--- src/rtl/rv32i_lsu.sv ---
// RV32I load/store unit: single-outstanding word bus with byte strobes,
// load alignment/extension into a registered write-back port, fault on bad access.
module rv32i_lsu (
  input  logic        sys_clk,
  input  logic        sys_reset,
  input  logic        start,
  input  logic        is_store,
  input  logic [2:0]  funct3,
  input  logic [31:0] base,
  input  logic [31:0] imm,
  input  logic [31:0] sdata,
  input  logic [4:0]  rd,
  output logic        mem_req,
  output logic        mem_we,
  output logic [31:0] mem_addr,
  output logic [31:0] mem_wdata,
  output logic [3:0]  mem_wstrb,
  input  logic        mem_ready,
  input  logic [31:0] mem_rdata,
  output logic        wb_we,
  output logic [4:0]  wb_rd,
  output logic [31:0] wb_data,
  output logic        busy,
  output logic        done,
  output logic        fault
);

  typedef enum logic [2:0] {S_IDLE, S_REQ, S_WB, S_DONE, S_FAULT} state_t;

  state_t      state, state_next;
  logic [31:0] ea;
  logic [1:0]  off;
  logic        legal, misaligned;
  logic [3:0]  strb_next;
  logic [31:0] wdata_next;
  logic [2:0]  f3_q;
  logic [1:0]  off_q;
  logic [4:0]  rd_q;
  logic [7:0]  lbyte;
  logic [15:0] lhalf;
  logic [31:0] load_val;

  always_comb begin
    ea  = base + imm;
    off = ea[1:0];
    case (funct3)
      3'b000, 3'b001, 3'b010: legal = 1'b1;
      3'b100, 3'b101:         legal = ~is_store;
      default:                legal = 1'b0;
    endcase
    misaligned = ((funct3[1:0] == 2'b01) && ea[0]) ||
                 ((funct3[1:0] == 2'b10) && (off != 2'b00));
  end

  always_comb begin
    strb_next  = '0;
    wdata_next = '0;
    if (is_store) begin
      case (funct3[1:0])
        2'b00: begin
          strb_next  = 4'b0001 << off;
          wdata_next = {4{sdata[7:0]}};
        end
        2'b01: begin
          strb_next  = 4'b0011 << off;
          wdata_next = {2{sdata[15:0]}};
        end
        default: begin
          strb_next  = 4'b1111;
          wdata_next = sdata;
        end
      endcase
    end
  end

  always_comb begin
    case (off_q)
      2'd0:    lbyte = mem_rdata[7:0];
      2'd1:    lbyte = mem_rdata[15:8];
      2'd2:    lbyte = mem_rdata[23:16];
      default: lbyte = mem_rdata[31:24];
    endcase
    lhalf = off_q[1] ? mem_rdata[31:16] : mem_rdata[15:0];
    case (f3_q)
      3'b000:  load_val = {{24{lbyte[7]}}, lbyte};
      3'b001:  load_val = {{16{lhalf[15]}}, lhalf};
      3'b100:  load_val = {24'd0, lbyte};
      3'b101:  load_val = {16'd0, lhalf};
      default: load_val = mem_rdata;
    endcase
  end

  always_comb begin
    state_next = state;
    case (state)
      S_IDLE:  if (start) state_next = (!legal || misaligned) ? S_FAULT : S_REQ;
      S_REQ:   if (mem_ready) state_next = mem_we ? S_DONE : S_WB;
      default: state_next = S_IDLE;
    endcase
  end

  always_ff @(posedge sys_clk or posedge sys_reset) begin
    if (sys_reset) state <= S_IDLE;
    else           state <= state_next;
  end

  // Bus fields are latched only for accesses that will actually reach the bus.
  always_ff @(posedge sys_clk or posedge sys_reset) begin
    if (sys_reset) begin
      mem_we    <= 1'b0;
      mem_addr  <= '0;
      mem_wdata <= '0;
      mem_wstrb <= '0;
      f3_q      <= '0;
      off_q     <= '0;
      rd_q      <= '0;
      wb_rd     <= '0;
      wb_data   <= '0;
    end else begin
      if (state == S_IDLE && start && legal && !misaligned) begin
        mem_we    <= is_store;
        mem_addr  <= {ea[31:2], 2'b00};
        mem_wdata <= wdata_next;
        mem_wstrb <= strb_next;
        f3_q      <= funct3;
        off_q     <= off;
        rd_q      <= rd;
      end
      if (state == S_REQ && mem_ready && !mem_we) begin
        wb_data <= load_val;
        wb_rd   <= rd_q;
      end
    end
  end

  assign mem_req = (state == S_REQ);
  assign busy    = (state != S_IDLE);
  assign done    = (state == S_WB) || (state == S_DONE) || (state == S_FAULT);
  assign fault   = (state == S_FAULT);
  assign wb_we   = (state == S_WB) && (wb_rd != 5'd0);

endmodule

--- config.mk ---
export PLATFORM = sky130hd
export DESIGN_NAME = rv32i_lsu
export DESIGN_NICKNAME = d
export VERILOG_FILES = /design/src/rtl/rv32i_lsu.sv
export SDC_FILE = /design/constraint.sdc
export NUM_CORES = 1
export LEC_CHECK = 0
export CELL_PAD_IN_SITES_DETAIL_PLACEMENT = 0
export CELL_PAD_IN_SITES_GLOBAL_PLACEMENT = 1
export CORE_MARGIN = 2
export CORE_UTILIZATION = 30
export DETAILED_ROUTE_END_ITERATION = 8
export GPL_ROUTABILITY_DRIVEN = 0
export GPL_TIMING_DRIVEN = 0
export HOLD_SLACK_MARGIN = 0.15
export PLACE_DENSITY = 0.81
export SKIP_CTS_REPAIR_TIMING = 1
export SYNTH_ARGS = -nofsm -noshare
export SYNTH_HDL_FRONTEND = slang
export SYNTH_SLANG_ARGS = --single-unit
--- constraint.sdc ---
create_clock -name sys_clk -period 4.13 [get_ports sys_clk]
set_input_delay 0.826 -clock sys_clk [delete_from_list [all_inputs] [get_ports sys_clk]]
set_output_delay 0.826 -clock sys_clk [all_outputs]
set_load 0.03 [all_outputs]
== Word level (Yosys, flattened, before mapping) ==
Index checks and enable logic that the tools add are counted.
Word-level totals
  logic and storage cells: 70
  output and inout port bits: 111
  register bits after elaboration: 117
Operators by class
  mux-type cells: 13
  shift-type cells: 2
  equal/unequal tests: 17
  $add $sub $neg: 1
  reduce and logical (&&, ||, !) cells: 26
  bitwise gates (word level): 1
Operators with widths (number)
  case mux 32 bit (4 select lines): 1
  case mux 32 bit (2 select lines): 1
  adder 32 bit: 1
  2-to-1 mux 32 bit: 1
  case mux 8 bit (3 select lines): 1
  2-to-1 mux 16 bit: 1
  equality test 3 bit (second input constant): 5
  equality test 3 x 1 -> 1 bit (second input constant): 3
  equality test 3 x 2 -> 1 bit (second input constant): 3
  zero test 3 bit: 3
  2-to-1 mux 3 bit: 3
  logical AND 1 bit: 8
  case mux 4 bit (2 select lines): 1
  case mux 3 bit (2 select lines): 1
  nonzero test 5 bit: 1
  equality test 2 x 1 -> 1 bit (second input constant): 2
  equality test 2 bit (second input constant): 2
  zero test 2 bit: 2
  logical OR 1 bit: 4
  2-to-1 mux 4 bit: 1
  left shift 1 x 2 -> 4 bit (first input constant): 1
  left shift 2 x 2 -> 4 bit (first input constant): 1
  zero test 1 bit: 3
  nonzero test 3 bit: 1
  other kinds (9): 9

== Longest topological paths before layout ==
Gate-level depths: netlist (run 1).
  word-level depth: 8
  depth in mapped cells: 10
  mapped depth without buffers: 10

== Worst setup path before layout (run 1) ==
OpenSTA, ideal clock, no wires.
  path type: input-to-reg
  start: input port base[0]
  end: register mem_addr[25]
  setup slack: 1177 ps
  cell stages on the path: 8
  arrival: 2884 ps
  path buffers: 1
  cells stage by stage: ha_1 fa_1 nor4_2 nor2_1 or2_2 clkbuf_1 or4_1 nand3_1
On the way
  cells in the longest elaborated chain, start to end: 6
Ends and longest elaborated chain
  from (decl): line 9  | input logic [31:0] base,
  adder 32 bit: line 44  | ea = base + imm;
  net ea[1]: line 31  | logic [31:0] ea;
  nonzero test 2 bit: line 52  | ((funct3[1:0] == 2'b10) && (off != 2'b00));
  logical AND 1 bit: line 52
  logical OR 1 bit: line 51  | misaligned = ((funct3[1:0] == 2'b01) && ea[0]) ||
  zero test 1 bit: line 120  | if (state == S_IDLE && start && legal && !misaligned) begin
  logical AND 1 bit: line 120
  to (signal assigned): line 122  | mem_addr <= {ea[31:2], 2'b00};
  to (decl): line 15  | output logic [31:0] mem_addr,
The timed path passes the listed nets, and every way through them passes these cells.
A chain may end at the register's enable or synchronous reset.

== Worst setup path after layout (run 1) ==
  start: input port base[0]
  end: register state[0]
On the way
  cells in the longest elaborated chain, start to end: 8
Ends and longest elaborated chain
  adder 32 bit: line 44
  net ea[1]: line 31
  nonzero test 2 bit: line 52
  logical AND 1 bit: line 52
  logical OR 1 bit: line 51
  logical OR 1 bit: line 96  | S_IDLE: if (start) state_next = (!legal || misaligned) ? S_FAULT : S_REQ;
  2-to-1 mux 3 bit (2 in a row): line 96
  case mux 3 bit (2 select lines): line 95  | case (state)
  to (signal assigned): line 104  | else state <= state_next;
  to (decl): line 30  | state_t state, state_next;
The timed path passes the listed nets, and every way through them passes these cells. The select of a mux whose other input is x is not followed.

==> results.py, run 1 <==
metrics = {
    "global_routing": {
        "grt_usage_pct": 19.7,
        "grt_use_met3_pct": 5.61,
        "grt.busiest_layer": "met2",
        "grt_pass1_vias": 7113,
        "grt-ovfl-total": 0,
        "antenna_found_initial": 1,
        "met2_usage_pct": 32.6,
        "grt_max_degree": 67,
        "grt_pass1_wl_um": 37800,
        "use_met1_pct": 24.8,
    },
    "cts": {
        "root_buffer": "clkbuf_16",
        "clock_path_buffers": 2,
        "clk_latency_ns": 0.42,
        "cts_buffers": 17,
        "cts.sinks": 117,
        "cts_tree": "built",
        "clk_pin_slew_ns": 0.06,
        "htreeDepth": 4,
    },
    "die": {
        "io_pins": 252,
        "rows": 56,
        "fp.dieH_um": 158,
        "dieArea_um2": 24900,
        "start_util_pct": 30.4,
        "fp.dieW_um": 158,
        "core_um2": 23300,
    },
    "timing": {
        "fin_crit_ns": 3.65,
        "worst_clock_skew_ns": 0.00964,
        "slew_viol_final": 0,
        "worst_pin_slew_ns": 0.881,
        "setup_tns_ns": 0,
        "fin_crit_sh_pct": 88.5,
        "maxSlewHeadroom_pct": 40.8,
        "rsz0062_at_grt": "false",
        "final-setup-viol-count": 0,
        "hold_violations": 0,
        "clock.fmax_mhz": 274,
    },
    "place": {
        "port_buffers": 248,
        "placedInstanceArea_um2": 10000,
        "hpwl_um": 19000,
    },
    "run": {
        "maxCapViolCount": 0,
    },
    "routing": {
        "drt_wl_total_um": 24500,
        "drtIter0Drc": 363,
        "drc_errors": 0,
        "wl_per_cell_um": 16.9,
        "vias_per_cell": 4.88,
        "detail-route-antenna-nets": 0,
        "vias": 7074,
        "first_pass_iters": 5,
    },
    "worst_hold_path": {
        "min-delay-start": "mem_wdata[19]$_DFFE_PP0P_",
        "min_path_type": "reg -> reg",
        "hold_end": "mem_wdata[19]$_DFFE_PP0P_",
        "hold_depth": 2,
    },
    "worst_setup_path": {
        "slowest_delay_ns": 0.70,
        "critPathKind": "in -> reg",
        "worstSetupStartpointType": "input pin",
        "r2r_setup_slack_ns": 1.57,
        "r2r_start": "state[0]$_DFFE_PP0P_",
        "cp.arrival_ns": 3.92,
        "critPathSlowestCell": "fa_1",
        "worst_r2r_path_depth": 7,
        "crit_chain": "clkdlybuf4s50_1 -> ha_1 -> fa_1 -> nor4_2 -> nor2_1 -> or2_2 -> clkbuf_1 -> buf_2 -> buf_1 -> o21ai_0",
        "worst-path-max-fanout": 10,
        "r2r_end": "mem_wdata[3]$_DFFE_PP0P_",
        "end_kind": "flip-flop",
        "worstPathRequired_ns": 4.39,
    },
    "synth": {
        "ys.warnings.count": 0,
        "syn_area_per_cell_um2": 8.37,
        "async_flop_share_pct": 100,
        "synth_edf_count": 0,
        "synth-seq-area-share_pct": 41.2,
        "ys_seq_elements": 117,
        "synthesis.area_um2": 7100,
        "syn_inst": 848,
        "synth.most_common_cell": "nand2_1",
        "synth_area_leader_cell": "dfrtp_1",
        "synth_top_cells_by_area": "dfrtp_1 41%, nand2_1 11%, ha_1 5.5%",
        "synth_cell_type_count": 69,
        "synth_top_cells_by_count": "212 x nand2_1, 117 x dfrtp_1, 73 x o21ai_0",
        "yosysTopAreaCellShare_pct": 41.2,
        "synth_ff_type": "dfrtp_1",
    },
    "finish": {
        "nets": 1290,
        "design_area_um2": 10600,
        "area_delta_synth_final_pct": 49.1,
        "drive_gt1_share_pct": 7.08,
        "fin_util_pct": 45.4,
    },
    "power_and_ir_drop": {
        "p_leak_uw": 0.00461,
        "ir_drop_uv": 284,
        "power_density_nw_per_um2": 663,
        "finalPower_uw": 7020,
    },
    "outcome": {
        "status": "finished, final reports clean",
    },
}
[critical path, delay by kind of cell]
family / cells / cell delay, ns
compound gates: 1 / 0.17
fa+ha+maj: 2 / 0.94
simple gates: 3 / 0.36
buf+inv: 4 / 1.63
[layer usage]
layer	wire length (um)	vias up
li1	-	3501
met1	10900	3289
met2	11300	251
met3	1770	33
met4	543	0
met5	0	-
[placed cells by master, fill, tap and decap left out, types with 19 or more instances in the layout]
cell type / n
clkdlybuf4s50_1: 248
o21ai_0: 73
nor2_1: 45
clkbuf_1: 28
nand3_1: 43
mux2i_1: 19
a21oi_1: 53
dfrtp_1: 117
inv_1: 19
nand2_1: 212
ha_1: 31
[where the power goes]
part	switching, uW	internal, uW	total [uW]	leakage [uW]
sequential	332	1670	2000	0.00146
clock	584	847	1430	0.000261
combinational	2140	1440	3580	0.00288
[kinds of logic (layout without fill, tap and decap cells)]
group	after synthesis	count (layout)	share of synthesized area, %
compound gates	205	205	18.1
fa+ha+maj	32	32	5.75
other cells	1	3	0.0528
flops	117	117	41.2
mux	36	36	5.38
xor+xnor	21	21	2.59
buf+inv	73	354	4.21
simple gates	363	363	22.7
[how the worst max path moves through the flow]
stage                     startpoint                        end  slack, ns
after detailed placement     base[0]       state[0]$_DFFE_PP0P_      -0.05
after global placement     sys_reset  mem_wdata[18]$_DFFE_PP0P_      -1.81
after floorplan            sys_reset        f3_q[0]$_DFFE_PP0P_       0.20
after CTS                    base[0]       state[0]$_DFFE_PP0P_       0.39
after global routing         base[0]       state[0]$_DFFE_PP0P_       0.22
final                        base[0]       state[0]$_DFFE_PP0P_       0.48
[state kept, by name (all words and copies together), names as in the netlist]
register and count:
f3_q 3, mem_addr 30, mem_wdata 32, mem_we 1, mem_wstrb 4, off_q 2, rd_q 5, state 3
wb_data 32, wb_rd 5
[layout make-up]
cell class / instances / area [um2]
Antenna cell: 1 / 2.50
Buffer: 53 / 224
Clock buffer: 18 / 439
Clock inverter: 14 / 129
Fill cell: 2343 / 12700
Inverter: 20 / 80.1
Multi-Input combinational cell: 659 / 3870
Sequential cell: 117 / 2930
Tap cell: 319 / 399
Timing Repair Buffer: 249 / 2510
[metrics by stage]
step / hold WS [ns] / cells / worst slack [ns]
after floorplan: 0.439 / 849 / 0.203
after detailed placement: 0.457 / 1417 / -0.0481
after global routing: 0.497 / 1449 / 0.220
after global placement: 0.451 / 1416 / -1.81
final: 0.466 / 1450 / 0.475
after CTS: 0.472 / 1449 / 0.395
(Power assumes the default switching activity.)
==> run 2: changes to the inputs <==
--- a/config.mk
+++ b/config.mk
@@ -15,6 +15,7 @@
 export HOLD_SLACK_MARGIN = 0.15
 export PLACE_DENSITY = 0.81
 export SKIP_CTS_REPAIR_TIMING = 1
+export SLEW_MARGIN = 5
 export SYNTH_ARGS = -nofsm -noshare
 export SYNTH_HDL_FRONTEND = slang
 export SYNTH_SLANG_ARGS = --single-unit
==> results of run 2 <==
The final DEF is identical to that of run 1; final timing and power are the same.
